<file path="src/rtl/aes256_block_loader.sv">
// aes256_block_loader: assembles a 256-bit key and a 128-bit state block from
// a 32-bit word stream and presents them to the aes256 core in parallel.
// A block may reuse the previously loaded key, so it needs only four words.
//
// Optional feature macro: AES256_LOADER_PARITY_EN (even parity per word).
//
// Ports:
//   clk, rst_n        clock, asynchronous active-low reset
//   in_valid/in_ready word handshake; in_data payload, in_par parity bit
//   reuse_key         sampled with the first word of a block
//   blk_valid/blk_ready block handshake toward the core
//   key, state        assembled block (MSW first)
//   key_loaded        a full key has been loaded since reset
//   blk_err           parity error seen in the current block
module aes256_block_loader #(
  parameter int unsigned WORDS_KEY   = 8,
  parameter int unsigned WORDS_STATE = 4
) (
  input  logic         clk,
  input  logic         rst_n,
  input  logic         in_valid,
  output logic         in_ready,
  input  logic [31:0]  in_data,
  input  logic         reuse_key,
  input  logic         in_par,
  output logic         blk_valid,
  input  logic         blk_ready,
  output logic [255:0] key,
  output logic [127:0] state,
  output logic         key_loaded,
  output logic         blk_err
);

  localparam int unsigned WCNT_W = 4;

  typedef enum logic [1:0] {LOAD_KEY, LOAD_STATE, PRESENT} fsm_t;

  fsm_t              fsm_q, fsm_d;
  logic [WCNT_W-1:0] wcnt_q, wcnt_d;
  logic [255:0]      key_q;
  logic [127:0]      state_q;
  logic              key_loaded_q, key_loaded_d;
  logic              in_ready_q, blk_valid_q;
  logic              word_xfer_c, first_word_c, key_we_c, state_we_c;
  logic [2:0]        key_idx_c;
  logic [1:0]        state_idx_c;

  assign word_xfer_c = in_valid && in_ready_q;

  // Next-state, word counter and register write enables
  always_comb begin
    fsm_d        = fsm_q;
    wcnt_d       = wcnt_q;
    key_loaded_d = key_loaded_q;
    first_word_c = 1'b0;
    key_we_c     = 1'b0;
    state_we_c   = 1'b0;
    key_idx_c    = wcnt_q[2:0];
    state_idx_c  = wcnt_q[1:0];
    case (fsm_q)
      LOAD_KEY: begin
        if (word_xfer_c) begin
          first_word_c = (wcnt_q == '0);
          if (first_word_c && reuse_key && key_loaded_q) begin
            // Reused key: this word is already state word 0
            state_we_c  = 1'b1;
            state_idx_c = 2'd0;
            wcnt_d      = WCNT_W'(1);
            fsm_d       = LOAD_STATE;
          end else begin
            key_we_c = 1'b1;
            if (wcnt_q == WCNT_W'(WORDS_KEY - 1)) begin
              wcnt_d       = '0;
              key_loaded_d = 1'b1;
              fsm_d        = LOAD_STATE;
            end else begin
              wcnt_d = wcnt_q + WCNT_W'(1);
            end
          end
        end
      end
      LOAD_STATE: begin
        if (word_xfer_c) begin
          state_we_c = 1'b1;
          if (wcnt_q == WCNT_W'(WORDS_STATE - 1)) begin
            wcnt_d = '0;
            fsm_d  = PRESENT;
          end else begin
            wcnt_d = wcnt_q + WCNT_W'(1);
          end
        end
      end
      PRESENT: begin
        if (blk_valid_q && blk_ready) fsm_d = LOAD_KEY;
      end
      default: fsm_d = LOAD_KEY;
    endcase
  end

  // State register; handshake outputs registered from the next state
  always_ff @(posedge clk or negedge rst_n) begin
    if (!rst_n) begin
      fsm_q        <= LOAD_KEY;
      wcnt_q       <= '0;
      key_loaded_q <= 1'b0;
      in_ready_q   <= 1'b1;
      blk_valid_q  <= 1'b0;
    end else begin
      fsm_q        <= fsm_d;
      wcnt_q       <= wcnt_d;
      key_loaded_q <= key_loaded_d;
      in_ready_q   <= (fsm_d != PRESENT);
      blk_valid_q  <= (fsm_d == PRESENT);
    end
  end

  // Key/state assembly, word 0 lands in the most significant slot
  always_ff @(posedge clk or negedge rst_n) begin
    if (!rst_n) begin
      key_q   <= '0;
      state_q <= '0;
    end else begin
      for (int i = 0; i < 8; i++) begin
        if (key_we_c && key_idx_c == 3'(i)) key_q[255-32*i -: 32] <= in_data;
      end
      for (int j = 0; j < 4; j++) begin
        if (state_we_c && state_idx_c == 2'(j)) state_q[127-32*j -: 32] <= in_data;
      end
    end
  end

`ifdef AES256_LOADER_PARITY_EN
  logic blk_err_q;
  logic par_bad_c;

  assign par_bad_c = ^{in_data, in_par};

  // Sticky per-block parity flag, restarted by the first word of a block
  always_ff @(posedge clk or negedge rst_n) begin
    if (!rst_n) begin
      blk_err_q <= 1'b0;
    end else if (word_xfer_c) begin
      blk_err_q <= first_word_c ? par_bad_c : (blk_err_q | par_bad_c);
    end
  end

  assign blk_err = blk_err_q;
`else
  logic unused_par;
  assign unused_par = in_par ^ first_word_c;
  assign blk_err    = 1'b0;
`endif

  assign in_ready   = in_ready_q;
  assign blk_valid  = blk_valid_q;
  assign key        = key_q;
  assign state      = state_q;
  assign key_loaded = key_loaded_q;

endmodule
</file>
<file path="config.mk">
export PLATFORM = sky130hd
export DESIGN_NAME = aes256_block_loader
export DESIGN_NICKNAME = d
export VERILOG_FILES = /design/src/rtl/aes256_block_loader.sv
export SDC_FILE = /design/constraint.sdc
export NUM_CORES = 1
export LEC_CHECK = 0
export CAP_MARGIN = 40
export CELL_PAD_IN_SITES_DETAIL_PLACEMENT = 0
export CELL_PAD_IN_SITES_GLOBAL_PLACEMENT = 1
export CORE_ASPECT_RATIO = 1.5
export CORE_MARGIN = 4
export CORE_UTILIZATION = 42
export CTS_CLUSTER_DIAMETER = 120
export DETAILED_ROUTE_END_ITERATION = 7
export PLACE_DENSITY = 0.87
export SYNTH_ARGS = -nofsm -noshare
export SYNTH_HDL_FRONTEND = slang
export SYNTH_SLANG_ARGS = --single-unit
</file>
<file path="constraint.sdc">
create_clock -name clk -period 5.2 [get_ports clk]
set_clock_uncertainty 0.1 [all_clocks]
set_input_delay 1.04 -clock clk [delete_from_list [all_inputs] [get_ports clk]]
set_output_delay 1.04 -clock clk [all_outputs]
set_load 0.05 [all_outputs]
</file>
==> Flow_metrics.wiki, run 1 <==
{| class="wikitable"
! Metric !! Value
|-
| Chip width || 162 microns
|-
| Number of nets at the end of the flow || approximately 1400
|-
| Remaining max-slew budget at the tightest pin || 40.9%
|-
| Setup TNS || 0 ps
|-
| Standard cell core area || approximately 0.035 sq mm
|-
| Clock Sinks || 393
|-
| Sequence of cells on the critical path || clkdlybuf4s50_1 > and4bb_1 > o21a_1 > and3_2 > buf_4 > mux2_4
|-
| Class of the worst hold path || flip-flop to flip-flop
|-
| # IOs || 426
|-
| GR Overflow Total || 0
|-
| Full die area || between 0.03 and 0.04 sq mm
|-
| Number of synthesized flops with an enable pin || 0
|-
| Deepest level of the CTS H-tree || 2
|-
| Post-Synthesis Cells || ~910
|-
| Distinct cells, synth || 36
|-
| Port Buffer Count || 423
|-
| Final hold vios || 0
|-
| Worst hold path depth || 1
|-
| Starting DRT DRC Count || 338
|-
| PostCTS Resize Cnt || 0
|-
| Ant. Diodes || 0
|-
| HPWL reported at the end of detailed placement || a little over 30 mm
|-
| Setup repair after global routing missed its margin || no
|-
| Placer Congestion || 0.788
|-
| Master of the slowest instance on the critical path || and3_2
|-
| Post-DR wirelength/cell || 23.6 microns
|-
| Routed vias || 9171
|-
| Biggest fanout along the worst timing path || 23
|-
| Die height || 240 microns
|-
| Achievable clock frequency || 304 MHz
|-
| Crit end category || flip-flop
|-
| 1st-pass router iterations || 4
|-
| MaxCap Viol Count || 0
|-
| Latest clock arrival within the worst-skew pair || 530 ps
|-
| Effective utilization at floorplan || 42.7%
|-
| Synth-to-Final Area Change || 40.4%
|-
| Crit Reg-Reg Startpoint || wcnt_q[0]
|-
| Number of warning messages in the yosys log || 0
|-
| Time the worst path needs with I/O delays and setup || 3290 ps
|-
| Required time of the critical path || 5500 ps
|-
| Final setup viols || 0
|-
| Post-synthesis sequential element count || between 300 and 400
|-
| # rows || 84
|-
| Number of global-route vias before repair || roughly 10000
|-
| Number of vias per cell after detailed routing || around 5.0
|-
| Avg Synthesized Cell Area || approximately 17 sq um
|-
| Final critical-path share of the clock period || a little over three fifths
|-
| Share of async-settable or async-resettable flops after synthesis || 100%
|-
| Synthesized Nets || 952
|-
| Final routed wirelength across all metal layers || 43.1 mm
|-
| First-pass GRT wire length || around 64 mm
|-
| Area of the mapped netlist || 0.0150 sq mm
|-
| Depth of the most critical reg-to-reg path || 7
|-
| Number of remaining DRC errors || 0
|-
| Routed Antenna Nets || 0
|-
| Clock tree from TritonCTS || done
|-
| Initial antenna violation count || 0
|-
| Count of buffers added by post-CTS timing repair for setup || 0
|-
| Total of hold buffers inserted after clock tree synthesis || 0
|-
| Worst setup path startpoint || in_valid
|-
| Share of cells above drive strength 1 || 33.9%
|-
| Clock tree buffer depth || 3
|-
| Number of fill cells in the layout || 2702
|-
| Total GRT Usage || 21.9%
|-
| Crit path launch type || primary input
|-
| Status || finished clean
|-
| Hold_sp || key[81]
|-
| Number of max-slew violations in the final report || 0
|-
| CTS clk-pin slew, worst paths || 60 ps
|-
| Largest stage delay on the critical path || 820 ps
|-
| Pin count of the biggest net entering global routing || 107
|-
| WS Path Type || primary input to flip-flop
|-
| Sequential cell area fraction in the yosys report || ~65%
|-
| Clock buffer count from CTS || 38
|-
| Data arrival, critical path || 3590 ps
|-
| Clock tree root buffer cell || clkbuf_16
|-
| Worst-Margin Slew || 887 ps
|-
| Main synth FF type || dfrtp_1
|}
[cells in the final DEF (no fill, tap or decap), types with 3 or more instances in the layout]
master	instances
buf_4	10
dfrtp_1	392
mux2_1	28
mux2_4	30
buf_12	9
clkinvlp_4	4
ha_1	6
buf_8	3
nand2_1	8
inv_1	3
clkbuf_16	41
nor2_1	3
mux2_2	326
clkinv_2	8
o21ai_0	3
clkdlybuf4s50_1	422
clkbuf_8	7
clkbuf_1	8
nand2_2	5
[cells by family after synthesis]
group / share of synthesized area, %
adder cells (fa/ha/maj): 0.499
AND/OR/NAND/NOR: 1.37
multiplexers: 29.6
flip-flops: 65.4
XOR/XNOR: 0.0583
other: 0.0250
buffers and inverters: 2.46
AO/OA/AOI/OAI: 0.558
[path summary, 6_finish.rpt]
path	endpoint	slack, ps
max	key[231]	1910
min	key[81]	390
max reg2reg	key[231]	2060
min reg2reg	key[81]	390
max in group asynchronous	key[227]	3400
min in group asynchronous	key[157]	440
[critical path, delay by kind of cell]
kind / cells / cell delay [ps]
simple gates: 2 / 1040
buf+inv: 2 / 890
mux: 1 / 330
compound gates: 1 / 270
[state kept, by name (all words and copies together), names as in the netlist]
name / flops
in_ready: 1
wcnt_q: 4
key_loaded: 1
fsm_q: 2
blk_valid: 1
state: 128
key: 256
[metrics by stage]
| step | instance area (sq um) | hold WS, ps | cells | setup slack (ps) | utilization [%] |
|---|---|---|---|---|---|
| floorplan | 15000 | 359 | 908 | 2810 | - |
| global placement | 19700 | 369 | 1747 | 1420 | 56.0 |
| detailed placement | 19800 | 381 | 1754 | 1370 | 56.4 |
| CTS | 21100 | 393 | 1823 | 1910 | 59.9 |
| global route | 21100 | 409 | 1823 | 1820 | 59.9 |
| finish | 21100 | 387 | 1823 | 1910 | 59.9 |
[cell usage after synthesis, drive strengths merged, types with 3 or more instances]
master | count | area, sq um
clkbuf | 32 | 120
dfrtp | 392 | 9810
nor3 | 5 | 45.0
nor2 | 4 | 15.0
inv | 4 | 15.0
ha | 6 | 75.1
buf | 39 | 234
nand2 | 13 | 48.8
mux2 | 384 | 4440
o21ai | 5 | 25.0
nand3 | 3 | 15.0
[layout make-up]
cell class              count  area, sq um  area share [%]
inverters                   4         15.0          0.0712
well taps                 473          592            2.80
clock buffers              56         1150            5.46
multi-input cells         440         4880            23.1
clock inverters            13          100           0.474
repair buffers            444         4520            21.4
flip-flops and latches    393         9840            46.6
[per-layer routing]
layer	GRT usage, %	up-vias	part of all wire [%]
li1	-	3997	-
met4	8.23	0	3.7
met5	0	-	0
met1	24.5	4759	36
met2	39.2	344	53
met3	6.59	71	7.6
Power of run 1 is not shown: default switching activity piles up to over one toggle a cycle in this logic, so the estimate is an artifact.
==> run 2: changes to the inputs <==
CORE_UTILIZATION = 39   (was 42)
PLACE_DENSITY = 0.82   (was 0.87)
clock period = 3.3 ns   (was 5.2 ns; I/O delays follow)
==> run 2 against run 1 <==
Sequential share of layout area shrank 0.50 points; setup slack lost 1400 ps; clock-buffer cell count grew 2; cell area grew 1.1%; global-route usage shrank 1.5 points; non-clock buffer count grew 14; routed wire length grew 0.51%; final cell count grew 1.8%; critical path depth grew 1.
==> Flow_metrics.wiki, run 2 (synthesis results as in run 1) <==
{| class="wikitable"
! Metric !! Value
|-
| Class of the worst hold path || primary input to async pin
|-
| Crit path launch type || flip-flop
|-
| Placer Congestion || 0.801
|-
| MaxCap Viol Count || 0
|-
| Routed Antenna Nets || 0
|-
| Crit end category || flip-flop
|-
| GR Overflow Total || 0
|-
| Combined area of the multi-input logic cells || 0.00488 sq mm
|-
| Setup repair after global routing missed its margin || no
|-
| Final critical-path share of the clock period || 83.6%
|-
| Worst-Margin Slew || about 800 ps
|-
| Full die area || 0.0418 sq mm
|-
| Port Buffer Count || 423
|-
| Clock buffer count from CTS || 38
|-
| Die height || 248 microns
|-
| Number of remaining DRC errors || 0
|-
| Clock Sinks || around 400
|-
| Biggest fanout along the worst timing path || 17
|-
| Number of global-route vias before repair || around 10000
|-
| HPWL reported at the end of detailed placement || ~31 mm
|-
| Clock tree buffer depth || 3
|-
| Setup TNS || 0 ps
|-
| Number of fill cells in the layout || 3054
|-
| Final setup viols || 0
|-
| Register cell area after layout || 0.00984 sq mm
|-
| Starting DRT DRC Count || 377
|-
| Remaining max-slew budget at the tightest pin || 46.5%
|-
| Clock tree root buffer cell || clkbuf_16
|-
| Post-DR wirelength/cell || 23.3 microns
|-
| Share of cells above drive strength 1 || roughly 35%
|-
| Time the worst path needs with I/O delays and setup || around 2800 ps
|-
| Status || finished clean
|-
| Most common cell after layout, fill and taps aside || clkdlybuf4s50_1
|-
| Count of buffers added by post-CTS timing repair for setup || 0
|-
| # IOs || around 430
|-
| 1st-pass router iterations || 4
|-
| Top library cells by usage in the layout, fill and taps aside || 422 x clkdlybuf4s50_1, 392 x dfrtp_1, 326 x mux2_2
|-
| Number of max-slew violations in the final report || 0
|-
| Number of nets at the end of the flow || 1379
|-
| Required time of the critical path || approximately 3600 ps
|-
| Clock tree from TritonCTS || done
|-
| Total GRT Usage || 20.4%
|-
| Deepest level of the CTS H-tree || 2
|-
| First-pass GRT wire length || 65.5 mm
|-
| Number of vias per cell after detailed routing || between 4 and 5
|-
| Total of hold buffers inserted after clock tree synthesis || 0
|-
| Pin count of the biggest net entering global routing || 77
|-
| Latest clock arrival within the worst-skew pair || 530 ps
|-
| Data arrival, critical path || just over 3000 ps
|-
| Routed vias || 9270
|-
| Final hold vios || 0
|-
| Standard cell area after detailed placement || about 0.020 sq mm
|-
| Final routed wirelength across all metal layers || 43.3 mm
|-
| Chip width || 168 microns
|-
| Synth-to-Final Area Change || 41.9%
|-
| WS Path Type || flip-flop to flip-flop
|-
| Flip-flop count of the largest register after layout || 256
|-
| # rows || 87
|-
| Standard cell core area || 0.0379 sq mm
|-
| CTS clk-pin slew, worst paths || 60 ps
|-
| Achievable clock frequency || 362 MHz
|-
| Initial antenna violation count || 1
|-
| Effective utilization at floorplan || 39.7%
|-
| Fin area || approximately 0.021 sq mm
|-
| PostCTS Resize Cnt || 0
|}
run 2: changes by cell type in the layout (fill, tap and decap cells not counted), sizes merged:
cell / previous run / this run
clkbuf: 56 / 58
clkinvlp: 4 / 1
bufinv: 1 / 6
buf: 22 / 36
diode: 0 / 1
clkinv: 8 / 5
run 2: critical path, cell delays in order (launching register included):
cell and delay, ps:
dfrtp_1 510, inv_1 180, ha_1 310, nand4b_4 120, nor3_2 60, o21ai_4 660
buf_4 310, mux2_2 360
run 2: layer usage:
layer	share of wire, %	vias to the layer above	global-route usage [%]
met3	7.8	78	6.61
met5	0	-	0
met4	3.6	0	7.47
met2	54	339	36.9
met1	35	4830	22.1
li1	-	4023	-
run 2: cell type report:
type | count | share of cell area, %
clock buffer | 58 | 5.53
tap | 489 | 2.87
antenna | 1 | 0.0117
inverter | 4 | 0.0704
sequential | 393 | 46.1
timing repair buffer | 458 | 21.5
clock inverter | 12 | 0.997
multi-input combinational | 440 | 22.9
run 2: path summary, 6_finish.rpt:
path,start,to,slack (ps),cells after the start
setup / recovery,wcnt_q[0],state[119],540,7
setup reg to reg,wcnt_q[0],state[119],540,7
min in group clk,state[70],state[70],390,1
hold reg to reg,state[70],state[70],390,1
hold / removal,rst_n,state[39],40,1
max in group asynchronous,rst_n,key[76],2180,2
run 2: metrics by stage:
step                      hold WS (ps)  util [%]  instances  worst slack (ps)
after detailed placement           375      52.6       1784               385
after CTS                         43.7      56.3       1854               504
after floorplan                    264         -        908              1210
after global routing              77.6      56.3       1855               364
final                             43.9      56.3       1855               541
after global placement             369      52.6       1784               416
Power of run 2 is left out for the same reason.
